==> config.mk <==
export PLATFORM = sky130hd
export DESIGN_NAME = mc_ctrl_fsm
export DESIGN_NICKNAME = d
export VERILOG_FILES = /design/src/rtl/mc_ctrl_fsm.sv
export SDC_FILE = /design/constraint.sdc
export NUM_CORES = 1
export LEC_CHECK = 0
export ABC_AREA = 1
export ABC_CLOCK_PERIOD_IN_PS = 4100
export CAP_MARGIN = 20
export CORE_AREA = 5 5 58 60
export CTS_CLUSTER_SIZE = 8
export DETAILED_ROUTE_END_ITERATION = 10
export DIE_AREA = 0 0 63 65
export PLACE_DENSITY = 0.94
export RECOVER_POWER = 50
export SLEW_MARGIN = 20
export SYNTH_ARGS = -nofsm -noshare
export SYNTH_HDL_FRONTEND = slang
export SYNTH_SLANG_ARGS = --single-unit
export TNS_END_PERCENT = 10
==> constraint.sdc <==
create_clock -name clk -period 4.1 [get_ports clk]
set_clock_uncertainty 0.1 [all_clocks]
set_input_delay 0.82 -clock clk [delete_from_list [all_inputs] [get_ports clk]]
set_output_delay 0.82 -clock clk [all_outputs]
set_load 0.02 [all_outputs]
==> src/rtl/mc_ctrl_fsm.sv <==
// Multi-cycle MIPS control sequencer: drives datapath selects/enables for FETCH..WRITEBACK.
// Latency lw 5, sw 4, R/addi 4, beq/j 3 cycles plus one per memory wait-state; stalls on mem_ready, traps after MEM_TIMEOUT waits.
module mc_ctrl_fsm #(
    parameter int unsigned MEM_TIMEOUT = 15
) (
    input  logic       clk,
    input  logic       reset,
    input  logic [5:0] op_code,
    input  logic       alu_zero,
    input  logic       mem_ready,
    output logic       pc_wr,
    output logic [1:0] pc_src,
    output logic       i_or_d,
    output logic       mem_rd,
    output logic       mem_wr,
    output logic       ir_wr,
    output logic       reg_dst,
    output logic       mem_to_reg,
    output logic       reg_wr,
    output logic       alu_src_a,
    output logic [1:0] alu_src_b,
    output logic [1:0] alu_op,
    output logic       retire,
    output logic [3:0] state,
    output logic [1:0] fault
);

    localparam logic [5:0] OP_RTYPE = 6'b000000;
    localparam logic [5:0] OP_LW    = 6'b100011;
    localparam logic [5:0] OP_SW    = 6'b101011;
    localparam logic [5:0] OP_BEQ   = 6'b000100;
    localparam logic [5:0] OP_J     = 6'b000010;
    localparam logic [5:0] OP_ADDI  = 6'b001000;

    typedef enum logic [3:0] {
        FETCH  = 4'd0,  DECODE = 4'd1,  MEMADR = 4'd2,  MEMRD  = 4'd3,
        MEMWB  = 4'd4,  MEMWR  = 4'd5,  EXEC   = 4'd6,  RWB    = 4'd7,
        BRANCH = 4'd8,  JUMP   = 4'd9,  ADDIEX = 4'd10, ADDIWB = 4'd11,
        TRAP   = 4'd12
    } state_t;

    state_t     cur, nxt;
    logic [7:0] wait_cnt;
    logic [5:0] op_q;
    logic [1:0] fault_q, fault_nxt;
    logic       mem_state, timeout;

    assign mem_state = (cur == FETCH) || (cur == MEMRD) || (cur == MEMWR);
    // mem_ready in the final allowed cycle still completes the access normally.
    assign timeout   = !mem_ready && (wait_cnt == 8'(MEM_TIMEOUT - 1));

    always_ff @(posedge clk or negedge reset) begin
        if (!reset) begin
            cur <= FETCH;
        end else begin
            cur <= nxt;
        end
    end

    always_ff @(posedge clk or negedge reset) begin
        if (!reset) begin
            wait_cnt <= '0;
            op_q     <= '0;
            fault_q  <= 2'b00;
        end else begin
            fault_q <= fault_nxt;
            if (cur == DECODE) op_q <= op_code;
            if (nxt != cur)
                wait_cnt <= '0;
            else if (mem_state && !mem_ready)
                wait_cnt <= wait_cnt + 8'd1;
        end
    end

    always_comb begin
        nxt       = cur;
        fault_nxt = fault_q;
        case (cur)
            FETCH, MEMRD, MEMWR: begin
                if (mem_ready) begin
                    nxt = (cur == FETCH) ? DECODE : (cur == MEMRD) ? MEMWB : FETCH;
                end else if (timeout) begin
                    nxt       = TRAP;
                    fault_nxt = 2'b10;
                end
            end
            DECODE: begin
                case (op_code)
                    OP_RTYPE:     nxt = EXEC;
                    OP_LW, OP_SW: nxt = MEMADR;
                    OP_BEQ:       nxt = BRANCH;
                    OP_J:         nxt = JUMP;
                    OP_ADDI:      nxt = ADDIEX;
                    default: begin
                        nxt       = TRAP;
                        fault_nxt = 2'b01;
                    end
                endcase
            end
            MEMADR:                     nxt = (op_q == OP_LW) ? MEMRD : MEMWR;
            EXEC:                       nxt = RWB;
            ADDIEX:                     nxt = ADDIWB;
            MEMWB, RWB, BRANCH, JUMP, ADDIWB: nxt = FETCH;
            TRAP:                       nxt = TRAP;
            default:                    nxt = TRAP;
        endcase
    end

    always_comb begin
        pc_wr      = 1'b0;
        pc_src     = 2'b00;
        i_or_d     = 1'b0;
        mem_rd     = 1'b0;
        mem_wr     = 1'b0;
        ir_wr      = 1'b0;
        reg_dst    = 1'b0;
        mem_to_reg = 1'b0;
        reg_wr     = 1'b0;
        alu_src_a  = 1'b0;
        alu_src_b  = 2'b00;
        alu_op     = 2'b00;
        retire     = 1'b0;
        case (cur)
            FETCH: begin
                mem_rd    = 1'b1;
                alu_src_b = 2'b01;
                ir_wr     = mem_ready;
                pc_wr     = mem_ready;
            end
            DECODE: alu_src_b = 2'b11;
            MEMADR: begin
                alu_src_a = 1'b1;
                alu_src_b = 2'b10;
            end
            MEMRD: begin
                mem_rd = 1'b1;
                i_or_d = 1'b1;
            end
            MEMWB: begin
                reg_wr     = 1'b1;
                mem_to_reg = 1'b1;
                retire     = 1'b1;
            end
            MEMWR: begin
                mem_wr = 1'b1;
                i_or_d = 1'b1;
                retire = mem_ready;
            end
            EXEC: begin
                alu_src_a = 1'b1;
                alu_op    = 2'b10;
            end
            RWB: begin
                reg_wr  = 1'b1;
                reg_dst = 1'b1;
                retire  = 1'b1;
            end
            BRANCH: begin
                alu_src_a = 1'b1;
                alu_op    = 2'b01;
                pc_src    = 2'b01;
                pc_wr     = alu_zero;
                retire    = 1'b1;
            end
            JUMP: begin
                pc_src = 2'b10;
                pc_wr  = 1'b1;
                retire = 1'b1;
            end
            ADDIEX: begin
                alu_src_a = 1'b1;
                alu_src_b = 2'b10;
            end
            ADDIWB: begin
                reg_wr = 1'b1;
                retire = 1'b1;
            end
            default: ;
        endcase
        // Reset holds FETCH selects visible but suppresses every strobe.
        if (!reset) begin
            mem_rd = 1'b0;
            mem_wr = 1'b0;
            reg_wr = 1'b0;
            ir_wr  = 1'b0;
            pc_wr  = 1'b0;
            retire = 1'b0;
        end
    end

    assign state = cur;
    assign fault = fault_q;

endmodule

==> summary.txt <==
Die
  – Die area: 4100 um2
  – Initial Util: 0.503
  – Core region area: 2880 um2
  – Ports: 32
  – Site Rows: 20
  – Die height: 65 um
  – Die W: 63 um

Yosys
  – Cell accounting for the most synthesized area: dfrtp_1
  – Share of the synthesized area in the top cell type: 0.346
  – Synth Instances: 222
  – Seq/Total Area, Yosys: 0.346
  – Synth cell types: 24
  – Yosys warning total: 0
  – Avg Cell Area, Syn: about 6.5 um2
  – Synthesized area: 1450 um2
  – Synthesized flop and latch total: 20
  – Post-Syn Nets: 234
  – Largest cells by area after synthesis: dfrtp_1 35%, nand2_1 14%, nor2_1 11%

Routing
  – Initial DRC Count: 55
  – Drt wl/cell: 11.4 um
  – Pre-antenna DRT Iters: 4
  – Drc violations: 0
  – Final ANT Viol Nets: 0
  – Via-to-Cell Ratio: roughly 5.1
  – Via count: 1,462
  – Routed wire length: 3260 um

Cells and area
  – Commonest non-fill, non-tap cell in the layout: nand2_1
  – Commonest cells after routing, fill and taps aside: 55 x nand2_1, 45 x nor2_1, 29 x clkdlybuf4s50_1, 28 x inv_1, 20 x dfrtp_1
  – Multi-input gate area: 797 um2
  – Final nets: between 200 and 300
  – Layout cells sized above 1: 0.0866
  – Filler instances: 247
  – Area growth syn-to-layout: 24.7%
  – Register area: 500 um2
  – Ant. Diodes: 0

Setup path
  – CP required: 3180 ps
  – Critical path endpoint category: primary output
  – Slowest stage delay, CP: 620 ps
  – Reg-to-reg slack, setup: 1740 ps
  – Reg2reg path depth: 9
  – CP Launch Type: flip-flop
  – CP bufs+invs: 3
  – RR Endpoint: wait_cnt[2]$_DFFE_PN0P_
  – Critical-path cell list: nor2_2, inv_2, nor2_1, inv_1, o21ai_0, clkdlybuf4s50_1
  – Critical path's top delay family: buffers and inverters
  – Worst Path Arrival: 2680 ps
  – Cell at the slowest stage of the critical path: clkdlybuf4s50_1
  – R2R Path Start: state[3]$_DFF_PN0_
  – CP Max Fanout: 11
  – WS Path Type: reg -> out

Hold path
  – HP Class: reg -> reg
  – Worst hold path depth: 2
  – WHS Endpoint: op_q[4]$_DFFE_PN0P_
  – Hold Path Origin: op_q[4]$_DFFE_PN0P_

STA
  – Part of the cycle the worst path needs: 0.877
  – Final setup viols: 0
  – FMAX: 0.278 GHz
  – Final min period: 3600 ps
  – Final Hold Viols: 0
  – Slew margin rel.: 0.298
  – Final critical-path setup slack: 504 ps
  – Setup tns final: 0 ps
  – RSZ-0062 raised after global routing: false
  – Worst-Margin Slew: 1050 ps
  – Slew Viols, Final: 0

CTS
  – CTS H-tree lvls: 1
  – CTS resizes: 0
  – CTS tree: built
  – Clk Tree Root Cell: clkbuf_4
  – Clock slew at reported path FFs: 110 ps
  – Post-CTS setup buffer count: 0
  – Cts hold-fix bufs: 0
  – Worst-case clock buffer depth: 2
  – Clk Latency, worst-skew pair: 290 ps
  – CTS Buf Count: 3
  – Clock sinks: 20

Global routing
  – Initial antenna violation count: 0
  – Remaining Overflow, GRT: 0
  – Pin count of the biggest net entering global routing: 21
  – Vias in the first global route: roughly 1.3k
  – First-pass GRT wire length: 5430 um
  – Total GRT Usage: 0.156

Placement
  – DP Worst Slack: 797 ps
  – Detailed Place HPWL: approximately 2600 um
  – Placer Congestion: 0.890
  – Port bufs: 31

Run
  – Max-cap violation count: 0

Power
  – Pwr dens: 587 nW/um2
  – Leak Pwr: between 0.8 and 0.9 nW
  – Tot Pwr: roughly 1.1 mW
  – Max IR drop VDD: 0.000430 V

Run status
  – Outcome: completed
==> state kept, by name, summed over array words and instances, names as in the netlist <==
register / flops
fault: 2
state: 4
wait_cnt: 8
op_q: 6
==> cell families after synthesis <==
kind of cell	count (synthesis)	synth area share
adders and majority gates	2	0.0173
DFF	20	0.346
xor gates and xnor gates	7	0.0424
and+or+nand+nor	138	0.419
buffers and inverters	35	0.102
AOI/OAI and AO/OA	20	0.0735
==> metrics by stage <==
stage | cells | hold WS [ps] | util | cell area (um2)
final | 287 | 391 | 0.627 | 1810
after global placement | 283 | 364 | 0.617 | 1780
after global routing | 287 | 449 | 0.627 | 1810
after detailed placement | 283 | 368 | 0.617 | 1780
after floorplan | 222 | 343 | - | 1450
after CTS | 287 | 396 | 0.630 | 1810
==> worst max path at each step <==
stage	start	endpoint	cells past startpoint
after floorplan	state[2]$_DFF_PN0_	pc_wr	5
after global placement	reset	retire	6
after detailed placement	reset	retire	6
after CTS	state[3]$_DFF_PN0_	alu_src_b[1]	6
after global routing	state[3]$_DFF_PN0_	alu_src_b[1]	6
final	state[3]$_DFF_PN0_	alu_src_b[1]	6
==> worst register-to-register path, stage by stage (launching register included) <==
cell and delay [ps]:
dfrtp_1 520, nor2_2 270, inv_2 40, nor2_1 500, nand2_1 220, nand4_1 140, nand2_1 50, nor2_1 130
nand3_2 180, nor2_1 140
==> report_power, final <==
part           internal (mW)  total (mW)  switching (mW)  leakage [nW]
Combinational          0.246       0.626           0.380         0.589
Clock                 0.0540       0.112          0.0577        0.0210
Sequential             0.252       0.321          0.0690         0.258
Total                  0.552        1.06           0.507         0.868
==> synth_stat cells <==
master,n
a21oi_1,5
a31oi_1,1
buf_2,1
buf_4,2
buf_6,1
dfrtp_1,20
ha_1,2
inv_1,27
inv_2,4
nand2_1,55
nand2_2,7
nand3_1,11
nand3_2,2
nand3b_1,2
nand4_1,6
nor2_1,44
nor2_2,7
nor3_1,4
o2111ai_1,1
o21ai_0,11
o21ai_1,1
o22ai_1,1
xnor2_1,2
xor2_1,5
==> cell type report <==
class	instances	area share
Sequential cell	20	0.277
Timing Repair Buffer	32	0.174
Multi-Input combinational cell	167	0.441
Inverter	31	0.0644
Clock buffer	4	0.0201
Tap cell	33	0.0229
==> per-layer routing <==
metal,wire length (um),track usage,up-vias
li1,-,-,759
met1,1500,0.193,665
met2,1580,0.283,36
met3,163,0.0260,2
met4,19,0.0318,0
met5,0,0,-
Note: power is estimated with default switching activity, not from simulation.
